[config.mk]
export PLATFORM = sky130hd
export DESIGN_NAME = vga_draw_arbiter
export DESIGN_NICKNAME = d
export VERILOG_FILES = /design/src/rtl/vga_draw_pkg.sv /design/src/rtl/rr_priority_picker.sv /design/src/rtl/vga_draw_arbiter.sv
export SDC_FILE = /design/constraint.sdc
export NUM_CORES = 1
export LEC_CHECK = 0
export ABC_AREA = 1
export CAP_MARGIN = 20
export CORE_UTILIZATION = 40
export DETAILED_ROUTE_END_ITERATION = 8
export PLACE_DENSITY = 0.82
export SLEW_MARGIN = 10
export SYNTH_ARGS = -nofsm -noshare
export SYNTH_HDL_FRONTEND = slang
export SYNTH_SLANG_ARGS = --single-unit
[constraint.sdc]
create_clock -name CLOCK_50 -period 2.5 [get_ports CLOCK_50]
set_clock_uncertainty 0.1 [all_clocks]
set_input_delay 0.5 -clock CLOCK_50 [delete_from_list [all_inputs] [get_ports CLOCK_50]]
set_output_delay 0.5 -clock CLOCK_50 [all_outputs]
set_load 0.01 [all_outputs]
[src/rtl/vga_draw_pkg.sv]
// Shared constants and state typedef for the VGA drawing arbiter and future sprite layer.
package vga_draw_pkg;

    localparam int SCREEN_W       = 160;
    localparam int SCREEN_H       = 120;
    localparam int DEF_X_W        = 8;
    localparam int DEF_Y_W        = 7;
    localparam int DEF_C_W        = 3;
    localparam int DEF_KEY_COLOUR = 0;

    typedef enum logic [1:0] {
        ST_IDLE    = 2'd0,
        ST_SERVE   = 2'd1,
        ST_RELEASE = 2'd2
    } arb_state_e;

endpackage

[src/rtl/rr_priority_picker.sv]
// Combinational winner select: first set request bit at or after the start index, wrapping.
// With rr_mode_i low the search always starts at index 0 (fixed priority).
module rr_priority_picker #(
    parameter int N     = 4,
    parameter int IDX_W = 2
) (
    input  logic [N-1:0]     req_i,
    input  logic [IDX_W-1:0] start_i,
    input  logic             rr_mode_i,
    output logic [N-1:0]     grant_o,
    output logic [IDX_W-1:0] idx_o,
    output logic             valid_o
);

    logic [IDX_W-1:0] base;
    logic [IDX_W-1:0] cand;

    function automatic int unsigned wrap_idx(input int unsigned b, input int unsigned k);
        return (b + k) % N;
    endfunction

    assign base = rr_mode_i ? start_i : '0;

    always_comb begin
        grant_o = '0;
        idx_o   = '0;
        valid_o = 1'b0;
        cand    = '0;
        for (int unsigned k = 0; k < N; k++) begin
            cand = IDX_W'(wrap_idx(32'(base), k));
            if (!valid_o && req_i[cand]) begin
                valid_o       = 1'b1;
                idx_o         = cand;
                grant_o[cand] = 1'b1;
            end
        end
    end

endmodule

[src/rtl/vga_draw_arbiter.sv]
// Arbitrates pixel bursts from several drawing sources onto a single vga_adapter port,
// with optional colour-key transparency and a one-cycle registered pixel path.
module vga_draw_arbiter
    import vga_draw_pkg::*;
#(
    parameter int N_SRC      = 4,
    parameter int X_W        = DEF_X_W,
    parameter int Y_W        = DEF_Y_W,
    parameter int C_W        = DEF_C_W,
    parameter int RR_MODE    = 1,
    parameter int KEY_COLOUR = DEF_KEY_COLOUR
) (
    input  logic                       CLOCK_50,
    input  logic                       Reset,
    input  logic [N_SRC-1:0]           src_req,
    input  logic [N_SRC-1:0]           src_valid,
    input  logic [N_SRC-1:0]           src_last,
    input  logic [N_SRC-1:0]           src_key_en,
    input  logic [N_SRC*X_W-1:0]       src_x,
    input  logic [N_SRC*Y_W-1:0]       src_y,
    input  logic [N_SRC*C_W-1:0]       src_colour,
    output logic [N_SRC-1:0]           src_grant,
    output logic [N_SRC-1:0]           src_ready,
    output logic [X_W-1:0]             vgaX,
    output logic [Y_W-1:0]             vgaY,
    output logic [C_W-1:0]             vgaColour,
    output logic                       plot,
    output logic                       busy,
    output logic [$clog2(N_SRC)-1:0]   owner
);

    localparam int              OW    = $clog2(N_SRC);
    localparam logic [C_W-1:0]  KEY_C = C_W'(KEY_COLOUR);

    arb_state_e       state_q,  state_d;
    logic [OW-1:0]    owner_q,  owner_d;
    logic [OW-1:0]    rr_ptr_q, rr_ptr_d;
    logic [N_SRC-1:0] grant_q,  grant_d;
    logic [X_W-1:0]   vga_x_q,  vga_x_d;
    logic [Y_W-1:0]   vga_y_q,  vga_y_d;
    logic [C_W-1:0]   vga_c_q,  vga_c_d;
    logic             plot_q,   plot_d;

    logic [N_SRC-1:0] pick_grant;
    logic [OW-1:0]    pick_idx;
    logic             pick_valid;

    logic             xfer;
    logic             cur_last;
    logic             cur_key;
    logic [X_W-1:0]   cur_x;
    logic [Y_W-1:0]   cur_y;
    logic [C_W-1:0]   cur_colour;

    rr_priority_picker #(
        .N     (N_SRC),
        .IDX_W (OW)
    ) u_picker (
        .req_i     (src_req),
        .start_i   (rr_ptr_q),
        .rr_mode_i (RR_MODE != 0),
        .grant_o   (pick_grant),
        .idx_o     (pick_idx),
        .valid_o   (pick_valid)
    );

    // Only the owner's lanes are ever looked at; everything else is ignored.
    assign xfer       = (state_q == ST_SERVE) && src_valid[owner_q];
    assign cur_last   = src_last[owner_q];
    assign cur_key    = src_key_en[owner_q];
    assign cur_x      = src_x[int'(owner_q)*X_W +: X_W];
    assign cur_y      = src_y[int'(owner_q)*Y_W +: Y_W];
    assign cur_colour = src_colour[int'(owner_q)*C_W +: C_W];

    always_comb begin
        state_d  = state_q;
        owner_d  = owner_q;
        rr_ptr_d = rr_ptr_q;
        grant_d  = grant_q;
        vga_x_d  = vga_x_q;
        vga_y_d  = vga_y_q;
        vga_c_d  = vga_c_q;
        plot_d   = 1'b0;
        case (state_q)
            ST_IDLE: begin
                if (pick_valid) begin
                    state_d = ST_SERVE;
                    owner_d = pick_idx;
                    grant_d = pick_grant;
                end
            end
            ST_SERVE: begin
                if (xfer) begin
                    vga_x_d = cur_x;
                    vga_y_d = cur_y;
                    vga_c_d = cur_colour;
                    plot_d  = !(cur_key && (cur_colour == KEY_C));
                    if (cur_last) begin
                        state_d = ST_RELEASE;
                        grant_d = '0;
                    end
                end
            end
            ST_RELEASE: begin
                state_d  = ST_IDLE;
                rr_ptr_d = (owner_q == OW'(N_SRC - 1)) ? '0 : owner_q + 1'b1;
            end
            default: state_d = ST_IDLE;
        endcase
    end

    always_ff @(posedge CLOCK_50) begin
        if (Reset) begin
            state_q  <= ST_IDLE;
            owner_q  <= '0;
            rr_ptr_q <= '0;
            grant_q  <= '0;
            vga_x_q  <= '0;
            vga_y_q  <= '0;
            vga_c_q  <= '0;
            plot_q   <= 1'b0;
        end else begin
            state_q  <= state_d;
            owner_q  <= owner_d;
            rr_ptr_q <= rr_ptr_d;
            grant_q  <= grant_d;
            vga_x_q  <= vga_x_d;
            vga_y_q  <= vga_y_d;
            vga_c_q  <= vga_c_d;
            plot_q   <= plot_d;
        end
    end

    // grant_q is cleared outside SERVE, so it doubles as the ready vector.
    assign src_grant = grant_q;
    assign src_ready = grant_q;
    assign vgaX      = vga_x_q;
    assign vgaY      = vga_y_q;
    assign vgaColour = vga_c_q;
    assign plot      = plot_q;
    assign busy      = (state_q != ST_IDLE);
    assign owner     = owner_q;

endmodule

==> results of run 1 <==
==> power by group through the flow <==
| stage | Sequential (mW) | Combinational, mW | Clock (mW) |
|---|---|---|---|
| global placement | 0.758 | 1.91 | 0 |
| CTS | 0.761 | 1.95 | 0.348 |
| detailed placement | 0.767 | 1.94 | 0 |
| floorplan | 0.790 | 1.21 | 0 |
| global route | 0.785 | 2.15 | 0.368 |
| finish | 0.762 | 1.95 | 0.339 |
==> placed cells by master, fill, tap and decap left out, types with 7 or more instances in the layout <==
cell and n:
clkdlybuf4s50_1 119, o22ai_1 16, buf_4 7, a21oi_1 15, ha_1 8, o21ai_0 58, nor2_1 77, dfxtp_1 29
inv_1 14, nand3_1 13, nand2_1 43
==> metrics by stage <==
step	utilization, %	hold WS [ns]	std cells	worst slack (ns)
floorplan	-	0.395	339	0.569
global placement	65.2	0.370	512	0.383
detailed placement	65.2	0.372	512	0.318
CTS	66.6	0.380	518	0.305
global route	66.6	0.398	518	0.193
finish	66.6	0.376	518	0.323
==> cell families (layout without fill, tap and decap cells) <==
kind of cell	count (synthesis)	count (layout)	share of synthesized area, %
flip-flops	29	29	26.2
AND/OR/NAND/NOR	158	158	34.3
adder cells (fa/ha/maj)	8	8	4.51
AO/OA/AOI/OAI	102	102	25.5
buffers and inverters	42	151	9.59
==> flip-flops by register name (all words and copies together), names as in the netlist <==
register   cells
state_q        2
rr_ptr_q       2
vgaColour      3
owner          2
src_grant      4
vgaY           7
vgaX           8
plot           1
==> path summary, 6_finish.rpt <==
check,from,end,slack [ns]
setup / recovery,owner[0],owner[0],0.32
hold / removal,src_grant[3],src_grant[3],0.38
setup reg to reg,rr_ptr_q[1],src_grant[0],0.39
hold reg to reg,src_grant[3],src_grant[3],0.38
==> per-layer routing <==
layer | wire length, um | part of all wire [%] | global-route usage (%) | up-vias
met5 | 0 | 0 | 0 | -
met4 | 136 | 2.0 | 8.27 | 0
met3 | 467 | 7.0 | 6.71 | 13
met2 | 3390 | 50 | 42.4 | 97
met1 | 2730 | 41 | 25.1 | 1189
li1 | - | - | - | 1358
==> final cells by class <==
type                            instances  area share (%)
Inverter                               19            2.29
Timing Repair Buffer                  126            35.6
Multi-Input combinational cell        268            40.8
Clock inverter                          1           0.143
Sequential cell                        29            16.6
Clock buffer                            5            1.97
Tap cell                               70            2.51
==> results.ini, run 1 <==
[critical_path]
worstPathArrival_ns=1.58
required_ns=1.90
cp-start-kind=flip-flop
critical_path.endpoint_type=output pin
r2r.worst_path.cells=11
crit_path_max_fanout=15
path_delay_family=flip-flops
cp.depth=1
max_stage_delay_ns=0.67
path_cells=clkdlybuf4s50_1
crit_type=reg2out
path_buf_inv=1
critPathSlowestCell=dfxtp_1

[yosys]
ys_ff_latch=29
yosys-top-cells-area=dfxtp_1, o21ai_0, nor2_1
ys_types=35
synth-main-ff-cell=dfxtp_1
syn_area_per_cell_sq_um=6.54
yosysTopAreaCell=dfxtp_1
synthArstFlopShare_pct=0
syn_nets=437
synth_most_common_cell=nor2_1
synth_top_cell_area_share_pct=26.2
synthCells=339
yosysWarnings=0
seq_area_frac_synth_pct=26.2
synth_edf_count=0
ys_top_cells_by_count=nor2_1, o21ai_0, nand2_1
synth_area_sq_mm=0.00222

[clock_network]
cts_made_buffers=5
cts-hold-fix-buffers=0
tritoncts=built
clock-root-buffer=clkbuf_8
ctsResizeCount=0
clock_path_buffers=2
cts_max_level=2
clkTransAtPathRegs_ns=0.06
clock-sinks=29
cts_setup_buffers=0
clk_latency_ns=0.27

[pwr]
irDropWorstVdd_uv=472
switching_share_pct=45.2
p_seq_share_pct=25.0
fin_total_pwr_mw=3.05
pwr-share-clk_pct=11.1
comb_power_share_pct=63.9
powerDensity_mw_per_mm2=873
p_sw_mw=1.38
leakagePower_nw=1.43
internal_power_mw=1.67

[die]
num_rows=26
pin_count=120
core-area_sq_mm=0.00524
die_h_um=76.5
die_w_um=76.5
start_util_pct=42.3
die-area_sq_mm=0.00584

[route]
viasPerCell=5.13
wl_per_cell_um=13.0
initialDrtViolationCount=118
via_count=2657
first_pass_iters=4
detail-route-antenna-nets=0
routed_wirelength_um=6720
drc_errors=0

[sta]
fmax_mhz=459
slew_headroom_pct=63.1
rsz0062_at_grt=no
finalCriticalPeriod_ns=2.18
drv_slew=0
fin_tns_setup_ns=0
hold_viol=0
finalSetupViolCount=0
min_period_over_period_pct=87.1
worst_pin_slew_ns=0.554

[cells_and_area]
syn_to_final_growth_pct=57.4
fin_nets=547
drive_gt1_share_pct=8.48
multi_input_area_sq_mm=0.00142
n_antenna_cell=0
fin_area_sq_mm=0.00349
register_area_sq_um=581
fill_cells=482

[outcome]
outcome=finished clean

[placed_design]
placed_area_sq_mm=0.00342
dp_hpwl_um=5400
port_buffers=119
place.gp.congestion=0.859

[global_routing]
grt_pass1_wl_um=11000
grt_start_max_net_pins=38
first_global_vias=2526
antenna_found_initial=0
overflow=0
gr-usage-all-layers_pct=23.2

[job]
cap_violations=0

[min_path]
hold_class=reg2reg
whs_path_depth=2

Note: power is estimated with default switching activity, not from simulation.
==> run 2, diff against run 1 <==
--- a/config.mk
+++ b/config.mk
@@ -9,8 +9,10 @@
 export CAP_MARGIN = 20
 export CORE_UTILIZATION = 40
 export DETAILED_ROUTE_END_ITERATION = 8
-export PLACE_DENSITY = 0.82
+export PLACE_DENSITY = 0.81
 export SLEW_MARGIN = 10
 export SYNTH_ARGS = -nofsm -noshare
 export SYNTH_HDL_FRONTEND = slang
+export SYNTH_HIERARCHICAL = 1
 export SYNTH_SLANG_ARGS = --single-unit
+export TNS_END_PERCENT = 30
==> run 2 against run 1 <==
  * Cell area is 1.9% higher
  * Final cell count increased by 6.6%
  * Sequential power fell by 25%
  * Global-route usage fell by 0.42 points
  * Via count increased by 5.0%
  * Clock power grew 8.6%
  * Register-to-register slack got worse by 0.09 ns
  * Utilization shrank 2.4 points
==> results.ini, run 2 <==
[placed_design]
place.gp.congestion=0.862
port_buffers=119
dp_hpwl_um=5280
post-place-ws_ns=0.130
dp.cells=544

[yosys]
synth-main-ff-cell=dfxtp_1
syn_area_per_cell_sq_um=6.25
yosys-top-cells-area=dfxtp_1, nor2_1, o21ai_0
yosysWarnings=6
seq_area_frac_synth_pct=25.0
synth_top_cell_area_share_pct=25.0
syn_nets=468
synthCells=372
ys_types=28
ys_ff_latch=29
synth_area_sq_mm=0.00232
synth_most_common_cell=nor2_1
synthArstFlopShare_pct=0
ys_top_cells_by_count=nor2_1, nand2_1, o21ai_0
yosysTopAreaCell=dfxtp_1
synth_edf_count=0

[clock_network]
clock-sinks=29
tritoncts=built
clk_latency_ns=0.28
cts_max_level=2
cts_setup_buffers=0
clock-root-buffer=clkbuf_8
cts_made_buffers=5
clock_path_buffers=2
clkTransAtPathRegs_ns=0.06

[min_path]
min_from=src_grant[3]
hold_end=src_grant[3]
whs_path_depth=2
hold_class=reg2reg

[die]
die-area_sq_mm=0.00612
die_w_um=78.2
core-area_sq_mm=0.00554
num_rows=27
start_util_pct=41.9
pin_count=120
die_h_um=78.2

[critical_path]
required_ns=2.57
crit_type=reg2reg
critical_path.endpoint_type=flip-flop
worstPathArrival_ns=2.28
r2r.worst_path.cells=13
reg2reg_from=rr_ptr_q[0]
cp-start-kind=flip-flop
regToRegEndpoint=state_q[0]
crit_path_max_fanout=9
ff2ff_setup_slack_ns=0.30

[cells_and_area]
largest_reg_flops=8
final_common_cell=clkdlybuf4s50_1
layout_common_cells=clkdlybuf4s50_1, nor2_1, nand2_1
drive_gt1_share_pct=8.33
n_antenna_cell=0
fin_nets=575
final_cells=552
syn_to_final_growth_pct=53.1

[route]
via_count=2791
initialDrtViolationCount=126
detail-route-antenna-nets=0
routed_wirelength_um=7000
wl_per_cell_um=12.7
first_pass_iters=4
viasPerCell=5.06
drc_errors=0

[sta]
slew_headroom_pct=59.7
fin_tns_setup_ns=0
finalCriticalPeriod_ns=2.20
rsz0062_at_grt=no
worst_pin_slew_ns=0.604
hold_viol=0
finalSetupViolCount=0
min_period_over_period_pct=88.2
setup_slack_ns=0.295
drv_slew=0
fmax_mhz=454

[pwr]
irDropWorstVdd_uv=277
fin_total_pwr_mw=1.76
leakagePower_nw=1.58
powerDensity_mw_per_mm2=496

[global_routing]
gr-usage-all-layers_pct=22.7
overflow=0
antenna_found_initial=0
first_global_vias=2471
grt_start_max_net_pins=42
grt_pass1_wl_um=11200

[job]
cap_violations=0

[outcome]
outcome=finished clean

run 2: cell types whose count changed in the layout (fill, tap and decap cells not counted), sizes merged, moves of 2 or more:
cell | before | now
nand3 | 18 | 40
a21boi | 5 | 0
nor2 | 81 | 79
o22a | 3 | 0
nand2 | 53 | 71
nand4 | 5 | 1
ha | 8 | 6
inv | 18 | 31
a21oi | 15 | 12
run 2: stage by stage:
| step | hold WS [ns] | utilization, % | area, sq um |
|---|---|---|---|
| floorplan | 0.373 | - | 2320 |
| global placement | 0.393 | 62.7 | 3470 |
| detailed placement | 0.394 | 62.7 | 3470 |
| CTS | 0.403 | 64.2 | 3560 |
| global route | 0.434 | 64.2 | 3560 |
| finish | 0.409 | 64.2 | 3560 |
run 2: cells by family after synthesis:
family	Yosys count	share of synthesized area, %
AND/OR/NAND/NOR	191	38.4
AO/OA/AOI/OAI	89	20.5
buffers and inverters	56	12.7
flip-flops	29	25.0
adder cells (fa/ha/maj)	6	3.23
other	1	0.161
run 2: what timing repair did:
| item | CTS | global route |
|---|---|---|
| endpoints found under the setup margin | 0 | 1 |
| gates resized for setup | 0 | 1 |
| hold endpoints to repair | 0 | 0 |
| hold buffers | 0 | 0 |
run 2: cell type report:
type	instances	area, sq um
fill	512	1980
multi-input combinational	287	1450
timing repair buffer	125	1240
sequential	29	582
inverter	31	119
tap	72	90.1
clock buffer	6	72.6
clock inverter	2	10.0
run 2: report_power, final:
group	internal (mW)	switching, mW
Sequential	0.528	0.0410
Clock	0.192	0.175
Combinational	0.395	0.432
Total	1.12	0.648
run 2: worst max-delay path by stage:
| stage | startpoint | to | cells past startpoint |
|---|---|---|---|
| after detailed placement | src_req[1] | state_q[0] | 11 |
| after global routing | rr_ptr_q[0] | state_q[0] | 13 |
| final | rr_ptr_q[0] | state_q[0] | 13 |
| after global placement | src_req[1] | state_q[0] | 11 |
| after CTS | rr_ptr_q[0] | state_q[0] | 13 |
| after floorplan | rr_ptr_q[0] | state_q[0] | 15 |
run 2: routing by layer:
| layer | GRT usage, % | vias to the layer above | share of wire (%) | wire length, um |
|---|---|---|---|---|
| met5 | 0 | - | 0 | 0 |
| met4 | 7.78 | 0 | 1.9 | 130 |
| met3 | 5.12 | 10 | 6.5 | 456 |
| met2 | 38.9 | 93 | 47 | 3290 |
| met1 | 27.9 | 1258 | 45 | 3120 |
| li1 | - | 1430 | - | - |
run 2: worst max-delay path, cell delays in order, from the launching register on:
cell	delay, ns
dfxtp_2	0.37
nand2_4	0.08
inv_1	0.06
ha_1	0.37
inv_1	0.11
nand3_2	0.10
nand2_4	0.10
nand2_4	0.07
nor2_8	0.11
nand2_1	0.06
nand2_1	0.22
inv_1	0.14
o21ai_0	0.17
inv_1	0.05
==> run 3, diff against run 2 <==
--- a/config.mk
+++ b/config.mk
@@ -7,6 +7,7 @@
 export LEC_CHECK = 0
 export ABC_AREA = 1
 export CAP_MARGIN = 20
+export CORE_MARGIN = 3
 export CORE_UTILIZATION = 40
 export DETAILED_ROUTE_END_ITERATION = 8
 export PLACE_DENSITY = 0.81
==> run 3 against run 2 <==
  * Register-to-register slack hardly changed
  * Power is 3.8% higher
  * Flip-flop and latch count stayed put
  * Wire length is 3.5% higher
  * Critical path depth stayed put
  * Global-route usage is 2.6 points lower
  * Cell area is 1.2% higher
  * Non-clock buffer count is 3 higher
  * Critical endpoint unchanged
  * Largest cell class unchanged
  * Largest power group unchanged
==> results.ini, run 3 (synthesis gave the netlist of run 2 again) <==
[outcome]
outcome=finished clean

[die]
die_w_um=82.2
num_rows=27
start_util_pct=41.7
die_h_um=82.2
core-area_sq_mm=0.00557
die-area_sq_mm=0.00676
pin_count=120

[global_routing]
grt_start_max_net_pins=42
grt_pass1_wl_um=10800
gr-usage-all-layers_pct=20.2
overflow=0
antenna_found_initial=0
first_global_vias=2484

[sta]
rsz0062_at_grt=no
holdWs_ns=0.402
finalCriticalPeriod_ns=2.22
min_period_over_period_pct=88.7
setup_slack_ns=0.282
finalSetupViolCount=0
fin_tns_setup_ns=0
fmax_mhz=451
drv_slew=0
hold_viol=0

[placed_design]
port_buffers=119
post-place-ws_ns=0.116
place.gp.congestion=0.879
placed_area_sq_mm=0.00350
dp_hpwl_um=5580

[route]
routed_wirelength_um=7250
viasPerCell=5.09
drc_errors=0
first_pass_iters=4
initialDrtViolationCount=140
via_count=2827
detail-route-antenna-nets=0
wl_per_cell_um=13.1

[cells_and_area]
final_common_cell=clkdlybuf4s50_1
fin_area_sq_mm=0.00360
syn_to_final_growth_pct=54.9
fin_nets=578
layout_common_cells=clkdlybuf4s50_1, nor2_1, nand2_1
largest_reg_flops=8
drive_gt1_share_pct=9.11
n_antenna_cell=0

[critical_path]
crit_type=reg2reg
crit_path_max_fanout=9
required_ns=2.57
worstPathArrival_ns=2.29
critical_path.endpoint_type=flip-flop
cp-start-kind=flip-flop

[clock_network]
clock-sinks=29
cts_made_buffers=5
tritoncts=built
clock_path_buffers=2
clk_latency_ns=0.27
cts_max_level=2
clkTransAtPathRegs_ns=0.07
cts_setup_buffers=0
clock-root-buffer=clkbuf_8

[pwr]
powerDensity_mw_per_mm2=509
leakagePower_nw=1.61
irDropWorstVdd_uv=356
fin_total_pwr_mw=1.83

[job]
cap_violations=0

[min_path]
hold_class=reg2reg

==> run 3: changes by cell type in the layout (fill, tap and decap cells not counted), sizes merged <==
cell / previous run / this run
clkinv: 2 / 1
buf: 6 / 9
clkbuf: 6 / 7
==> run 3: layer usage <==
metal  vias up  global-route usage [%]  wire, um
met3         8                    4.77       485
met2        94                    35.7      3650
met4         0                    5.65       100
met1      1287                    24.1      3010
li1       1438                       -         -
met5         -                       0         0
==> run 3: final timing paths <==
check          startpoint      endpoint  slack (ns)  cells past startpoint
max           rr_ptr_q[0]    state_q[0]        0.28                     13
min          src_grant[3]  src_grant[3]        0.40                      2
max reg2reg   rr_ptr_q[0]    state_q[0]        0.28                     13
min reg2reg  src_grant[3]  src_grant[3]        0.40                      2
==> run 3: area by class of cell <==
cell class / instances / area, sq um
Clock buffer: 7 / 96.3
Clock inverter: 1 / 5.00
Fill cell: 535 / 1980
Inverter: 31 / 119
Multi-Input combinational cell: 287 / 1450
Sequential cell: 29 / 582
Tap cell: 72 / 90.1
Timing Repair Buffer: 128 / 1260
==> run 3: where the power goes <==
part           internal (mW)  total [mW]  switching, mW
clock network          0.249       0.424          0.175
logic                  0.403       0.838          0.435
registers              0.528       0.569         0.0407
==> run 3: stage by stage <==
step / cells / utilization (%)
3_3_place_gp: 547 / 62.7
5_1_grt: 555 / 64.6
4_1_cts: 555 / 64.5
2_1_floorplan: 372 / -
3_5_place_dp: 547 / 62.7
6_report: 555 / 64.6
==> run 3: critical path, cell delays in order (launching register included) <==
cell	delay, ns
dfxtp_2	0.37
nand2_4	0.08
inv_1	0.06
ha_1	0.37
inv_1	0.11
nand3_2	0.10
nand2_4	0.10
nand2_4	0.07
nor2_8	0.11
nand2_1	0.06
nand2_1	0.22
inv_1	0.14
o21ai_0	0.17
inv_1	0.05
==> run 3: what timing repair did <==
item	CTS	global route
hold buffers	0	0
hold endpoints to repair	0	0
resized for setup	0	1
endpoints found under the setup margin	0	2
==> RTL change (settings of run 2) <==
The package constant `DEF_Y_W` goes from 7 to 14.
--- a/src/rtl/vga_draw_pkg.sv
+++ b/src/rtl/vga_draw_pkg.sv
@@ -4,7 +4,7 @@
     localparam int SCREEN_W       = 160;
     localparam int SCREEN_H       = 120;
     localparam int DEF_X_W        = 8;
-    localparam int DEF_Y_W        = 7;
+    localparam int DEF_Y_W        = 14;
     localparam int DEF_C_W        = 3;
     localparam int DEF_KEY_COLOUR = 0;
 
Interface: changed (resized src_y and vgaY); port bits go from 120 to 155. The function was not compared with the original's and may differ.
==> RTL change against run 2 <==
- cell area is 24% higher
- global-route usage is 2.5 points higher
- count of clock-buffer cells in the layout is 1 lower
- wire length is 35% higher
- die area is 19% higher
- utilization is 0.96 points higher
- sequential cell count is 7 higher
- worst hold slack worse by 0.0022 ns
- setup slack better by 0.026 ns
- synthesized area is 20% higher
- synthesized cell count is 21% higher
Power is not compared: it rests on default switching activity, and its combinational part moved more than twofold at a synthesized area within 25%.
==> RTL change: results <==
group,metric,value,unit
global_routing,met1_usage,0.312,
timing,hold-worst-slack,0.407,ns
yosys,syn-num-nets,575,
global_routing,grt_use_met2,0.438,
detailed_routing,dr_wl_met3,645,um
min_path,hold_path.startpoint,"src_grant[1]",
global_routing,track_usage,0.252,
detailed_routing,avgRoutedWirePerCell,14.1,um
yosys,yosys.cell_types.count,30,
clock_tree,clock_sinks,36,
finish,multi_input_gates,354,
place,post_dp_cell_area,4290,sq um
finish,seqCellArea,722,sq um
finish,largest_reg_flops,14,
setup_path,r2r_start,"rr_ptr_q[1]",
place,dp_cells,662,
place,gp_congestion,0.918,
place,port-buffer-count,154,
detailed_routing,vias,3523,
run_status,outcome,"finished clean",
setup_path,reg2regPathDepth,15,
finish,num-nonclk-inverters,28,
place,dp_hpwl,7.27,mm
timing,worstMarginPinSlew,0.737,ns
finish,stdcell_area,4400,sq um
finish,multiInputGateArea,1750,sq um
yosys,synth_area_leaders,"dfxtp_1, nor2_1, o21ai_0",
timing,max_clock_freq,0.459,GHz
detailed_routing,drt_iter0_markers,215,
detailed_routing,wl_met1,3.90,mm
setup_path,worstPathArrival,2.26,ns
min_path,holdPathEnd,"src_grant[1]",
yosys,synth_compound_area_frac,0.218,
finish,clk_share,0.0253,
place,preCtsSetupSlack,0.127,ns
setup_path,r2r_slack,0.32,ns
yosys,synthAdderAreaFrac,0.0270,
finish,n_clock_buffer,5,
finish,n_all_buffers,164,
finish,nNetsFinal,713,
finish,fillers,625,
finish,drive_above_1_share,0.0763,
setup_path,worstReg2RegEnd,"src_grant[3]",
yosys,yosys-top-cells-count,"nor2_1, o21ai_0, nand2_1",
finish,buf_share,0.367,
global_routing,grt_max_degree,33,
global_routing,grt_pass1_wl,14.6,mm
yosys,avgSynthCellArea,6.17,sq um
yosys,yosysSeqAreaShare,0.259,
detailed_routing,dr_wl_met2,4.71,mm
floorplan,die_area,7290,sq um
==> RTL change: changes by cell type in the layout (fill, tap and decap cells not counted), moves of 4 or more <==
cell	before	now
dfxtp_1	28	35
o22ai_1	16	23
o21ai_0	57	78
a21oi_1	12	6
nand2_1	60	65
clkdlybuf4s50_1	119	154
nor2_1	77	115
buf_4	6	10
==> RTL change: cell families (layout without fill, tap and decap cells) <==
group / count (synthesis) / count (layout)
and+or+nand+nor: 235 / 235
other: 1 / 1
DFF: 36 / 36
AOI/OAI and AO/OA: 112 / 112
adders and majority gates: 6 / 6
buffers and inverters: 61 / 200
==> RTL change: critical path, stage by stage (launching register included) <==
cell,delay [ns]
dfxtp_1,0.38
nand2_4,0.11
ha_1,0.37
inv_1,0.12
nand3_2,0.10
nand2_4,0.10
nand2_4,0.07
nor2_8,0.12
nand2_1,0.06
inv_1,0.07
nand3_1,0.09
a21boi_0,0.13
nand2_1,0.10
nand2_1,0.06
nand2_1,0.05
nor2_1,0.04
